**config.mk**
```make
export PLATFORM = sky130hd
export DESIGN_NAME = l2_snoop_responder_flat
export DESIGN_NICKNAME = d
export VERILOG_FILES = /design/src/rtl/l2_snoop_responder_if.sv /design/src/rtl/l2_snoop_responder.sv /design/src/flat_wrapper.sv
export SDC_FILE = /design/constraint.sdc
export NUM_CORES = 1
export LEC_CHECK = 0
export ABC_AREA = 1
export CAP_MARGIN = 15
export CORE_UTILIZATION = 45
export DETAILED_ROUTE_END_ITERATION = 10
export PLACE_DENSITY = 0.9
export SLEW_MARGIN = 20
export SYNTH_ARGS = -nofsm -noshare
export SYNTH_HDL_FRONTEND = slang
export SYNTH_SLANG_ARGS = --single-unit
```
**constraint.sdc**
```tcl
create_clock -name clk -period 3.6 [get_ports clk]
set_input_delay 0.36 -clock clk [delete_from_list [all_inputs] [get_ports clk]]
set_output_delay 0.36 -clock clk [all_outputs]
set_load 0.01 [all_outputs]
```
**src/rtl/l2_snoop_responder_if.sv**
```systemverilog
// ----------------------------------------------------------------------------
// l2_snoop_responder_if : snoop, tag-lookup, flush, update and result signals
// Rev 1.0
// ----------------------------------------------------------------------------
`default_nettype none

interface l2_snoop_responder_if #(
  parameter int INDEX_BITS = 14,
  parameter int TAG_BITS   = 12,
  parameter int WAYS       = 8
);
  localparam int WAY_BITS = $clog2(WAYS);

  logic                  snoop_valid;
  logic                  snoop_ready;
  logic [1:0]            snoop_op;
  logic                  snoop_own;
  logic [INDEX_BITS-1:0] snoop_index;
  logic [TAG_BITS-1:0]   snoop_tag;
  logic                  lkp_req;
  logic [INDEX_BITS-1:0] lkp_index;
  logic [TAG_BITS-1:0]   lkp_tag;
  logic                  lkp_ack;
  logic                  lkp_hit;
  logic [WAY_BITS-1:0]   lkp_way;
  logic [1:0]            lkp_mesi;
  logic                  wb_req;
  logic [INDEX_BITS-1:0] wb_index;
  logic [WAY_BITS-1:0]   wb_way;
  logic                  wb_done;
  logic                  upd_valid;
  logic [INDEX_BITS-1:0] upd_index;
  logic [WAY_BITS-1:0]   upd_way;
  logic [1:0]            upd_mesi;
  logic                  result_valid;
  logic [1:0]            snoop_result;
  logic                  proto_err;
  logic [15:0]           hitm_count;

  modport master (
    output snoop_valid, snoop_op, snoop_own, snoop_index, snoop_tag,
    output lkp_ack, lkp_hit, lkp_way, lkp_mesi, wb_done,
    input  snoop_ready, lkp_req, lkp_index, lkp_tag, wb_req, wb_index, wb_way,
    input  upd_valid, upd_index, upd_way, upd_mesi,
    input  result_valid, snoop_result, proto_err, hitm_count
  );

  modport slave (
    input  snoop_valid, snoop_op, snoop_own, snoop_index, snoop_tag,
    input  lkp_ack, lkp_hit, lkp_way, lkp_mesi, wb_done,
    output snoop_ready, lkp_req, lkp_index, lkp_tag, wb_req, wb_index, wb_way,
    output upd_valid, upd_index, upd_way, upd_mesi,
    output result_valid, snoop_result, proto_err, hitm_count
  );
endinterface

`default_nettype wire

```
**src/rtl/l2_snoop_responder.sv**
```systemverilog
// ----------------------------------------------------------------------------
// l2_snoop_responder : services bus snoops with lookup, flush, MESI downgrade
// Rev 1.0
// ----------------------------------------------------------------------------
`default_nettype none

module l2_snoop_responder #(
  parameter int INDEX_BITS = 14,
  parameter int TAG_BITS   = 12,
  parameter int WAYS       = 8
) (
  input wire logic            clk,
  input wire logic            rst_n,
  l2_snoop_responder_if.slave bus
);
  localparam int WAY_BITS = $clog2(WAYS);

  localparam logic [1:0] c_OP_READ   = 2'b00;
  localparam logic [1:0] c_OP_RFO    = 2'b01;
  localparam logic [1:0] c_OP_INV    = 2'b10;
  localparam logic [1:0] c_MESI_S    = 2'b01;
  localparam logic [1:0] c_MESI_E    = 2'b10;
  localparam logic [1:0] c_MESI_M    = 2'b11;
  localparam logic [1:0] c_MESI_I    = 2'b00;
  localparam logic [1:0] c_RES_NOHIT = 2'b00;
  localparam logic [1:0] c_RES_HIT   = 2'b01;
  localparam logic [1:0] c_RES_HITM  = 2'b10;

  typedef enum logic [2:0] {
    IDLE      = 3'd0,
    LOOKUP    = 3'd1,
    DECIDE    = 3'd2,
    WRITEBACK = 3'd3,
    UPDATE    = 3'd4,
    RESPOND   = 3'd5
  } state_t;

  state_t                r_state;
  state_t                w_nextState;
  logic [1:0]            r_op;
  logic [INDEX_BITS-1:0] r_index;
  logic [TAG_BITS-1:0]   r_tag;
  logic                  r_hit;
  logic [WAY_BITS-1:0]   r_way;
  logic [1:0]            r_mesi;
  logic [15:0]           r_hitmCount;

  logic [1:0]            w_result;
  logic                  w_flush;
  logic [1:0]            w_newMesi;
  logic                  w_err;
  logic                  w_change;

  // Decision is a pure function of the captured lookup, so it stays valid
  // from DECIDE through RESPOND; own snoops clear r_hit and fall to NOHIT.
  always_comb begin
    w_result  = c_RES_NOHIT;
    w_flush   = 1'b0;
    w_newMesi = r_mesi;
    w_err     = 1'b0;
    if (r_hit) begin
      case (r_op)
        c_OP_READ, c_OP_RFO: begin
          if (r_mesi == c_MESI_M) begin
            w_result  = c_RES_HITM;
            w_flush   = 1'b1;
            w_newMesi = (r_op == c_OP_READ) ? c_MESI_S : c_MESI_I;
          end else if (r_mesi == c_MESI_E || r_mesi == c_MESI_S) begin
            w_result  = c_RES_HIT;
            w_newMesi = (r_op == c_OP_READ) ? c_MESI_S : c_MESI_I;
          end
        end
        c_OP_INV: begin
          if (r_mesi == c_MESI_S) begin
            w_newMesi = c_MESI_I;
          end else if (r_mesi == c_MESI_E || r_mesi == c_MESI_M) begin
            w_err = 1'b1;
          end
        end
        default: w_err = 1'b1;
      endcase
    end
  end

  assign w_change = (w_newMesi != r_mesi);

  always_ff @(posedge clk or negedge rst_n) begin
    if (!rst_n) begin
      r_state <= IDLE;
    end else begin
      r_state <= w_nextState;
    end
  end

  always_comb begin
    w_nextState      = r_state;
    bus.snoop_ready  = 1'b0;
    bus.lkp_req      = 1'b0;
    bus.wb_req       = 1'b0;
    bus.upd_valid    = 1'b0;
    bus.upd_mesi     = c_MESI_I;
    bus.result_valid = 1'b0;
    bus.snoop_result = c_RES_NOHIT;
    bus.proto_err    = 1'b0;
    case (r_state)
      IDLE: begin
        bus.snoop_ready = 1'b1;
        if (bus.snoop_valid) begin
          w_nextState = bus.snoop_own ? RESPOND : LOOKUP;
        end
      end
      LOOKUP: begin
        bus.lkp_req = 1'b1;
        if (bus.lkp_ack) w_nextState = DECIDE;
      end
      DECIDE: begin
        bus.proto_err = w_err;
        if (w_flush)       w_nextState = WRITEBACK;
        else if (w_change) w_nextState = UPDATE;
        else               w_nextState = RESPOND;
      end
      WRITEBACK: begin
        bus.wb_req = 1'b1;
        if (bus.wb_done) w_nextState = UPDATE;
      end
      UPDATE: begin
        bus.upd_valid = 1'b1;
        bus.upd_mesi  = w_newMesi;
        w_nextState   = RESPOND;
      end
      RESPOND: begin
        bus.result_valid = 1'b1;
        bus.snoop_result = w_result;
        w_nextState      = IDLE;
      end
      default: w_nextState = IDLE;
    endcase
  end

  always_ff @(posedge clk or negedge rst_n) begin
    if (!rst_n) begin
      r_op        <= 2'b00;
      r_index     <= '0;
      r_tag       <= '0;
      r_hit       <= 1'b0;
      r_way       <= '0;
      r_mesi      <= c_MESI_I;
      r_hitmCount <= 16'h0000;
    end else begin
      if (r_state == IDLE && bus.snoop_valid) begin
        r_op    <= bus.snoop_op;
        r_index <= bus.snoop_index;
        r_tag   <= bus.snoop_tag;
        if (bus.snoop_own) begin
          r_hit  <= 1'b0;
          r_mesi <= c_MESI_I;
        end
      end
      if (r_state == LOOKUP && bus.lkp_ack) begin
        r_hit  <= bus.lkp_hit;
        r_way  <= bus.lkp_way;
        r_mesi <= bus.lkp_mesi;
      end
      if (r_state == RESPOND && w_result == c_RES_HITM && r_hitmCount != 16'hFFFF) begin
        r_hitmCount <= r_hitmCount + 16'd1;
      end
    end
  end

  assign bus.lkp_index  = r_index;
  assign bus.lkp_tag    = r_tag;
  assign bus.wb_index   = r_index;
  assign bus.wb_way     = r_way;
  assign bus.upd_index  = r_index;
  assign bus.upd_way    = r_way;
  assign bus.hitm_count = r_hitmCount;

endmodule

`default_nettype wire
```
**src/flat_wrapper.sv**
```systemverilog
// flat-port wrapper written by rule: the top's interface ports become plain ports
module l2_snoop_responder_flat 
#(
  parameter int INDEX_BITS = 14,
  parameter int TAG_BITS   = 12,
  parameter int WAYS       = 8
)
  (clk, rst_n, bus_snoop_valid, bus_snoop_op, bus_snoop_own, bus_snoop_index, bus_snoop_tag, bus_lkp_ack, bus_lkp_hit, bus_lkp_way, bus_lkp_mesi, bus_wb_done, bus_snoop_ready, bus_lkp_req, bus_lkp_index, bus_lkp_tag, bus_wb_req, bus_wb_index, bus_wb_way, bus_upd_valid, bus_upd_index, bus_upd_way, bus_upd_mesi, bus_result_valid, bus_snoop_result, bus_proto_err, bus_hitm_count);
  l2_snoop_responder_if #(.INDEX_BITS(INDEX_BITS), .TAG_BITS(TAG_BITS), .WAYS(WAYS)) bus_i ();
  input wire logic clk;
  input wire logic rst_n;
  input wire logic [$bits(bus_i.snoop_valid)-1:0] bus_snoop_valid;
  input wire logic [$bits(bus_i.snoop_op)-1:0] bus_snoop_op;
  input wire logic [$bits(bus_i.snoop_own)-1:0] bus_snoop_own;
  input wire logic [$bits(bus_i.snoop_index)-1:0] bus_snoop_index;
  input wire logic [$bits(bus_i.snoop_tag)-1:0] bus_snoop_tag;
  input wire logic [$bits(bus_i.lkp_ack)-1:0] bus_lkp_ack;
  input wire logic [$bits(bus_i.lkp_hit)-1:0] bus_lkp_hit;
  input wire logic [$bits(bus_i.lkp_way)-1:0] bus_lkp_way;
  input wire logic [$bits(bus_i.lkp_mesi)-1:0] bus_lkp_mesi;
  input wire logic [$bits(bus_i.wb_done)-1:0] bus_wb_done;
  output wire logic [$bits(bus_i.snoop_ready)-1:0] bus_snoop_ready;
  output wire logic [$bits(bus_i.lkp_req)-1:0] bus_lkp_req;
  output wire logic [$bits(bus_i.lkp_index)-1:0] bus_lkp_index;
  output wire logic [$bits(bus_i.lkp_tag)-1:0] bus_lkp_tag;
  output wire logic [$bits(bus_i.wb_req)-1:0] bus_wb_req;
  output wire logic [$bits(bus_i.wb_index)-1:0] bus_wb_index;
  output wire logic [$bits(bus_i.wb_way)-1:0] bus_wb_way;
  output wire logic [$bits(bus_i.upd_valid)-1:0] bus_upd_valid;
  output wire logic [$bits(bus_i.upd_index)-1:0] bus_upd_index;
  output wire logic [$bits(bus_i.upd_way)-1:0] bus_upd_way;
  output wire logic [$bits(bus_i.upd_mesi)-1:0] bus_upd_mesi;
  output wire logic [$bits(bus_i.result_valid)-1:0] bus_result_valid;
  output wire logic [$bits(bus_i.snoop_result)-1:0] bus_snoop_result;
  output wire logic [$bits(bus_i.proto_err)-1:0] bus_proto_err;
  output wire logic [$bits(bus_i.hitm_count)-1:0] bus_hitm_count;
  assign bus_i.snoop_valid = bus_snoop_valid;
  assign bus_i.snoop_op = bus_snoop_op;
  assign bus_i.snoop_own = bus_snoop_own;
  assign bus_i.snoop_index = bus_snoop_index;
  assign bus_i.snoop_tag = bus_snoop_tag;
  assign bus_i.lkp_ack = bus_lkp_ack;
  assign bus_i.lkp_hit = bus_lkp_hit;
  assign bus_i.lkp_way = bus_lkp_way;
  assign bus_i.lkp_mesi = bus_lkp_mesi;
  assign bus_i.wb_done = bus_wb_done;
  assign bus_snoop_ready = bus_i.snoop_ready;
  assign bus_lkp_req = bus_i.lkp_req;
  assign bus_lkp_index = bus_i.lkp_index;
  assign bus_lkp_tag = bus_i.lkp_tag;
  assign bus_wb_req = bus_i.wb_req;
  assign bus_wb_index = bus_i.wb_index;
  assign bus_wb_way = bus_i.wb_way;
  assign bus_upd_valid = bus_i.upd_valid;
  assign bus_upd_index = bus_i.upd_index;
  assign bus_upd_way = bus_i.upd_way;
  assign bus_upd_mesi = bus_i.upd_mesi;
  assign bus_result_valid = bus_i.result_valid;
  assign bus_snoop_result = bus_i.snoop_result;
  assign bus_proto_err = bus_i.proto_err;
  assign bus_hitm_count = bus_i.hitm_count;
  l2_snoop_responder #(.INDEX_BITS(INDEX_BITS), .TAG_BITS(TAG_BITS), .WAYS(WAYS)) u_core (.clk(clk), .rst_n(rst_n), .bus(bus_i));
endmodule
```
==> results of run 1 <==
==> flip-flops by register name, summed over array words and instances (netlist names) <==
signal,cells
u_core.bus.hitm_count,16
u_core.bus.lkp_index,14
u_core.bus.lkp_tag,12
u_core.bus.upd_way,3
u_core.r_hit,1
u_core.r_mesi,2
u_core.r_op,2
u_core.r_state,3
==> kinds of logic after synthesis <==
logic type | after synthesis | synth area share (%)
compound gates | 21 | 3.99
xor+xnor | 13 | 4.08
fa+ha+maj | 5 | 2.24
buf+inv | 63 | 13.1
flops | 53 | 47.5
mux | 29 | 11.7
simple gates | 107 | 17.4
==> layer usage <==
metal | vias to the layer above | track usage, % | part of all wire [%]
li1 | 1125 | - | -
met1 | 1121 | 22.6 | 40
met2 | 96 | 35.4 | 52
met3 | 10 | 4.27 | 7.1
met4 | 0 | 6.43 | 0.98
met5 | - | 0 | 0
==> per-stage QoR <==
step | std cells | hold WS (ns) | power [µW] | util [%]
6_report | 465 | 0.0409 | 2880 | 66.8
5_1_grt | 465 | 0.0822 | 3060 | 66.8
4_1_cts | 465 | 0.248 | 2910 | 66.8
3_5_place_dp | 457 | 0.492 | 2570 | 65.2
3_3_place_gp | 457 | 0.489 | 2500 | 65.2
2_1_floorplan | 291 | 0.0644 | 1880 | -
==> area by class of cell <==
type,count,area [µm²],area share [%]
clock buffers,5,68.8,1.73
repair buffers,126,1260,31.6
clock inverters,3,26.3,0.660
flip-flops and latches,53,1330,33.3
well taps,75,93.8,2.36
multi-input cells,175,1100,27.7
inverters,28,108,2.70
==> worst max-delay path by stage <==
stage               cells past startpoint                      end        startpoint  slack [ns]
floorplan                               5            bus_proto_err  u_core.r_mesi[1]        1.76
global placement                        3  u_core.bus.lkp_index[7]   bus_snoop_valid        1.35
detailed placement                      4      bus_snoop_result[0]  u_core.r_mesi[0]        1.29
CTS                                     4      bus_snoop_result[0]  u_core.r_mesi[0]        0.94
global route                            6            bus_proto_err  u_core.r_mesi[1]        0.79
finish                                  4      bus_snoop_result[0]  u_core.r_mesi[0]        0.89
==> worst reg2reg max path: stages (launching register included) <==
cell and delay [ns]:
dfrtp_1 0.48, inv_1 0.12, ha_1 0.35, nor3b_2 0.21, nand2_2 0.19, inv_4 0.19
nand2_1 0.09, xor2_1 0.16
==> power groups by stage <==
| stage | combinational, µW | sequential (µW) | clock [µW] |
|---|---|---|---|
| 5_1_grt | 1660 | 1030 | 381 |
| 4_1_cts | 1560 | 993 | 354 |
| 2_1_floorplan | 822 | 1060 | 0 |
| 3_3_place_gp | 1520 | 989 | 0 |
| 6_report | 1550 | 996 | 338 |
| 3_5_place_dp | 1560 | 1010 | 0 |
==> cells in the mapped netlist, drive strengths merged <==
master	n	share of area, %
buf	35	9.3
ha	5	2.2
a2111oi	1	0.31
a21oi	5	0.90
inv	28	3.9
o21ai	14	2.5
dfrtp	53	47
nand2	45	6.1
nor3	10	2.2
nor3b	1	0.45
nand3b	1	0.27
nor4	1	0.22
xor2	12	3.8
mux2	29	12
xnor2	1	0.31
nand4	9	2.0
a211oi	1	0.27
nor2	23	3.1
nand3	17	3.0
==> results.toml, run 1 <==
[cts]
cts_buffers = 5
clk_pin_slew_ns = 0.09
root_buffer = "clkbuf_8"
h-tree-depth = 2
cts_hold_buf = 0
cts_tree = "done"
clk_latency_ns = 0.30
clock_sinks = 53
cts_buffer_depth = 2
cts_resized = 0
cts_setup_buffers = 0

[setup_path]
path_buf_inv = 2
cp-start-kind = "flop"
crit_chain = "inv_1, ha_1, nor4_1, clkdlybuf4s50_1"
ff2ff_setup_slack_ns = 1.70
slowest_delay_ns = 0.64
path_max_fanout = 7
end_kind = "output port"
worstSetupPathType = "flop to output port"
rr_endpoint = "u_core.bus.hitm_count[6]"
crit_family = "buffers and inverters"
crit_required_ns = 3.24
rr_startpoint = "u_core.r_mesi[0]"
r2r_cells = 7
slowest_stage = "clkdlybuf4s50_1"
critPathArrivalTime_ns = 2.35

[die]
die_w_um = 80.8
initial_utilization_pct = 46.9
core_area_mm2 = 0.00596
io_pins = 126
rows = 28
dieArea_mm2 = 0.00652
die_h_um = 80.8

[sta]
skew_ns = 0.00381
hold_viol = 0
setup_violations = 0
fin_crit_ns = 2.71
slew_headroom_pct = 55.3
fmax_mhz = 369
slew_violations = 0
layout_setup_ws_ns = 0.891
rsz0062_at_grt = "false"
tns_ns = 0
post-route-period-util_pct = 75.2
tightestPinTransition_ns = 0.668

[worst_hold_path]
hold_class = "input pin to asynchronous set/reset pin"

[routing]
viasPerCell = 5.06
drc = 0
drt-wirelength-per-cell_um = 13.8
vias = 2352
drt.antenna.violating_nets = 0
dr.pass1.iters = 4
routed_wl_mm = 6.41
detail_route.iter0.violations = 88

[cells_and_area]
n_fill_cell = 472
layout_commonest_cell = "clkdlybuf4s50_1"
num_antenna_cells = 0
nets = 434
layout_common_cells = "124 x clkdlybuf4s50_1, 53 x dfrtp_1, 43 x nand2_1"
drive_above_1_share_pct = 11.8
synthToLayoutAreaGrowth_pct = 42.6
finalInstanceArea_mm2 = 0.00398

[grt]
grt_max_degree = 46
grt_pass1_wl_mm = 9.80
antenna_found_initial = 0
grt.total_usage_pct = 19.5
grt_pass1_vias = 2145
grt-ovfl-total = 0

[synth]
avgSynthCellArea_um2 = 9.60
yosysSeqAreaShare_pct = 47.5
synthCells = 291
ys_warn_count = 0
synth_nets = 336
synthesis.area_mm2 = 0.00279
ys_ff_latch = 53
synthDistinctLibCells = 25

[flow_run]
maxCapViolCount = 0

[outcome]
status = "finished, final reports clean"

[power_and_ir_drop]
p_per_area_mw_per_mm2 = 724
p_clk_share_pct = 11.7
power.switching_uw = 1020
p_int_uw = 1870
ir_drop_mv = 0.493
swShare_pct = 35.3
p_comb_share_pct = 53.8
seqPwrFrac_pct = 34.5
p_leak_uw = 0.00171

[placed_design]
dpl-instance-area_mm2 = 0.00388
portBuffers = 125
pre_cts_slack_ns = 1.29
hpwl_mm = 4.95
gp_congestion = 0.984
Power figures use the tool's default switching activity.
==> run 2: changes to the inputs <==
--- a/config.mk
+++ b/config.mk
@@ -7,9 +7,9 @@
 export LEC_CHECK = 0
 export ABC_AREA = 1
 export CAP_MARGIN = 15
-export CORE_UTILIZATION = 45
+export CORE_UTILIZATION = 38
 export DETAILED_ROUTE_END_ITERATION = 10
-export PLACE_DENSITY = 0.9
+export PLACE_DENSITY = 0.81
 export SLEW_MARGIN = 20
 export SYNTH_ARGS = -nofsm -noshare
 export SYNTH_HDL_FRONTEND = slang
==> constraint.sdc (replaced) <==
create_clock -name clk -period 2.2 [get_ports clk]
set_input_delay 0.22 -clock clk [delete_from_list [all_inputs] [get_ports clk]]
set_output_delay 0.22 -clock clk [all_outputs]
set_load 0.01 [all_outputs]
==> run 2 against run 1 <==
Net effect:
- die area grew 18%
- non-clock buffer count is 5 higher
- critical path depth increased by 3
- critical path type unchanged
- cell count increased by 5.6%
==> results.toml, run 2 (synthesized netlist as in run 1, its figures left out) <==
[outcome]
status = "finished, final reports clean"

[placed_design]
pre_cts_slack_ns = 0.115
hpwl_mm = 4.81
gp_congestion = 0.954
portBuffers = 125
dp.cells = 482
dpl-instance-area_mm2 = 0.00395

[cells_and_area]
nets = 439
num_antenna_cells = 0
layout_common_cells = "120 x clkdlybuf4s50_1, 52 x dfrtp_1, 44 x nand2_1"
layout_commonest_cell = "clkdlybuf4s50_1"
finalInstanceArea_mm2 = 0.00405
largest_register_ff_count = 16
drive_above_1_share_pct = 12.9
synthToLayoutAreaGrowth_pct = 45.0
final_cell_count_no_fill = 491

[cts]
root_buffer = "clkbuf_8"
cts_setup_buffers = 0
clk_pin_slew_ns = 0.10
clock_sinks = 53
clk_latency_ns = 0.30
cts_tree = "done"
h-tree-depth = 2
cts_buffer_depth = 2
cts_buffers = 5

[grt]
grt-ovfl-total = 0
grt.total_usage_pct = 16.1
gr-usage-met1_pct = 19.4
use_met3_pct = 5.18
grt_pass1_vias = 2178
antenna_found_initial = 0
grt_pass1_wl_mm = 9.79
grt_max_degree = 54
globalRoute.busiestLayer = "met2"
grt_util_met2_pct = 28.3

[die]
rows = 30
core_area_mm2 = 0.00694
io_pins = 126
dieArea_mm2 = 0.00770
die_h_um = 87.7
initial_utilization_pct = 40.2
die_w_um = 87.7

[routing]
drc = 0
drt-wirelength-per-cell_um = 12.5
vias = 2327
viasPerCell = 4.74
detail_route.iter0.violations = 47
dr.pass1.iters = 4
drt.antenna.violating_nets = 0
routed_wl_mm = 6.16

[sta]
tns_ns = 0
hold_viol = 0
layout_setup_ws_ns = 0.144
fmax_mhz = 486
post-route-period-util_pct = 93.5
setup_violations = 0
slew_violations = 0
fin_crit_ns = 2.06
rsz0062_at_grt = "false"
skew_ns = 0.00553
slew_headroom_pct = 61.8
tightestPinTransition_ns = 0.568

[setup_path]
ff2ff_setup_slack_ns = 0.31
end_kind = "output port"
crit_chain = "ha_1, inv_1, nand2_1, nand2_1, nand2_1, a211oi_1, dlygate4sd2_1"
rr_startpoint = "u_core.r_mesi[1]"
critPathMostFrequentCell = "nand2_1"
slowest_stage = "dfrtp_2"
crit_required_ns = 1.98
path_max_fanout = 7
worstSetupPathType = "flop to output port"
critPathArrivalTime_ns = 1.84
slowest_delay_ns = 0.46
r2r_cells = 7
cp-start-kind = "flop"
rr_endpoint = "u_core.bus.hitm_count[6]"

[power_and_ir_drop]
ir_drop_mv = 0.588
p_per_area_mw_per_mm2 = 1170
p_leak_uw = 0.00175

[flow_run]
maxCapViolCount = 0

[worst_hold_path]
hold_class = "input pin to asynchronous set/reset pin"
-- run 2: timing repair --
item,4_1_cts,5_1_grt
hold buffers,1,0
endpoints found under the hold margin,53,0
pin swaps,0,0
gates resized for setup,5,2
setup endpoints to repair,4,1
-- run 2: how the worst max path moves through the flow --
stage | startpoint | to | slack (ns) | depth (start not counted)
floorplan | u_core.r_mesi[1] | bus_proto_err | 0.50 | 5
global placement | u_core.r_mesi[0] | bus_upd_mesi[0] | 0.14 | 8
detailed placement | u_core.r_mesi[0] | bus_upd_mesi[0] | 0.12 | 8
CTS | u_core.r_mesi[1] | bus_upd_mesi[0] | 0.09 | 8
global route | u_core.r_mesi[0] | bus_proto_err | 0.003 | 5
finish | u_core.r_mesi[0] | bus_upd_mesi[1] | 0.14 | 7
-- run 2: metrics by stage --
stage	util (%)	power, µW	hold slack (ns)
6_report	58.3	4730	0.437
5_1_grt	58.3	5070	0.467
4_1_cts	58.4	4790	0.433
3_5_place_dp	56.9	4210	0.237
3_3_place_gp	56.9	4160	0.238
2_1_floorplan	-	3080	-0.0756
-- run 2: where the power goes --
part | switching [µW] | leakage (µW) | internal (µW)
Sequential | 289 | 0.000661 | 1320
Clock | 311 | 0.0000512 | 256
Combinational | 1020 | 0.00104 | 1530
-- run 2: final cells by class --
type                    count  area, µm²
repair buffers            131       1300
clock inverters             2       13.8
well taps                  96        120
flip-flops and latches     53       1330
inverters                  28        108
multi-input cells         175       1100
fillers                   590       2900
clock buffers               6       82.6
-- run 2: layer usage --
metal | vias to the layer above | share of wire, %
li1 | 1134 | -
met1 | 1077 | 43
met2 | 111 | 47
met3 | 5 | 9.2
met4 | 0 | 0.83
met5 | - | 0
-- run 2: worst max-delay path, delay by kind of cell, from the launching register on --
| family | cells | cell delay [ns] |
|---|---|---|
| compound gates | 1 | 0.23 |
| fa+ha+maj | 1 | 0.23 |
| buf+inv | 2 | 0.43 |
| flops | 1 | 0.46 |
| simple gates | 3 | 0.18 |
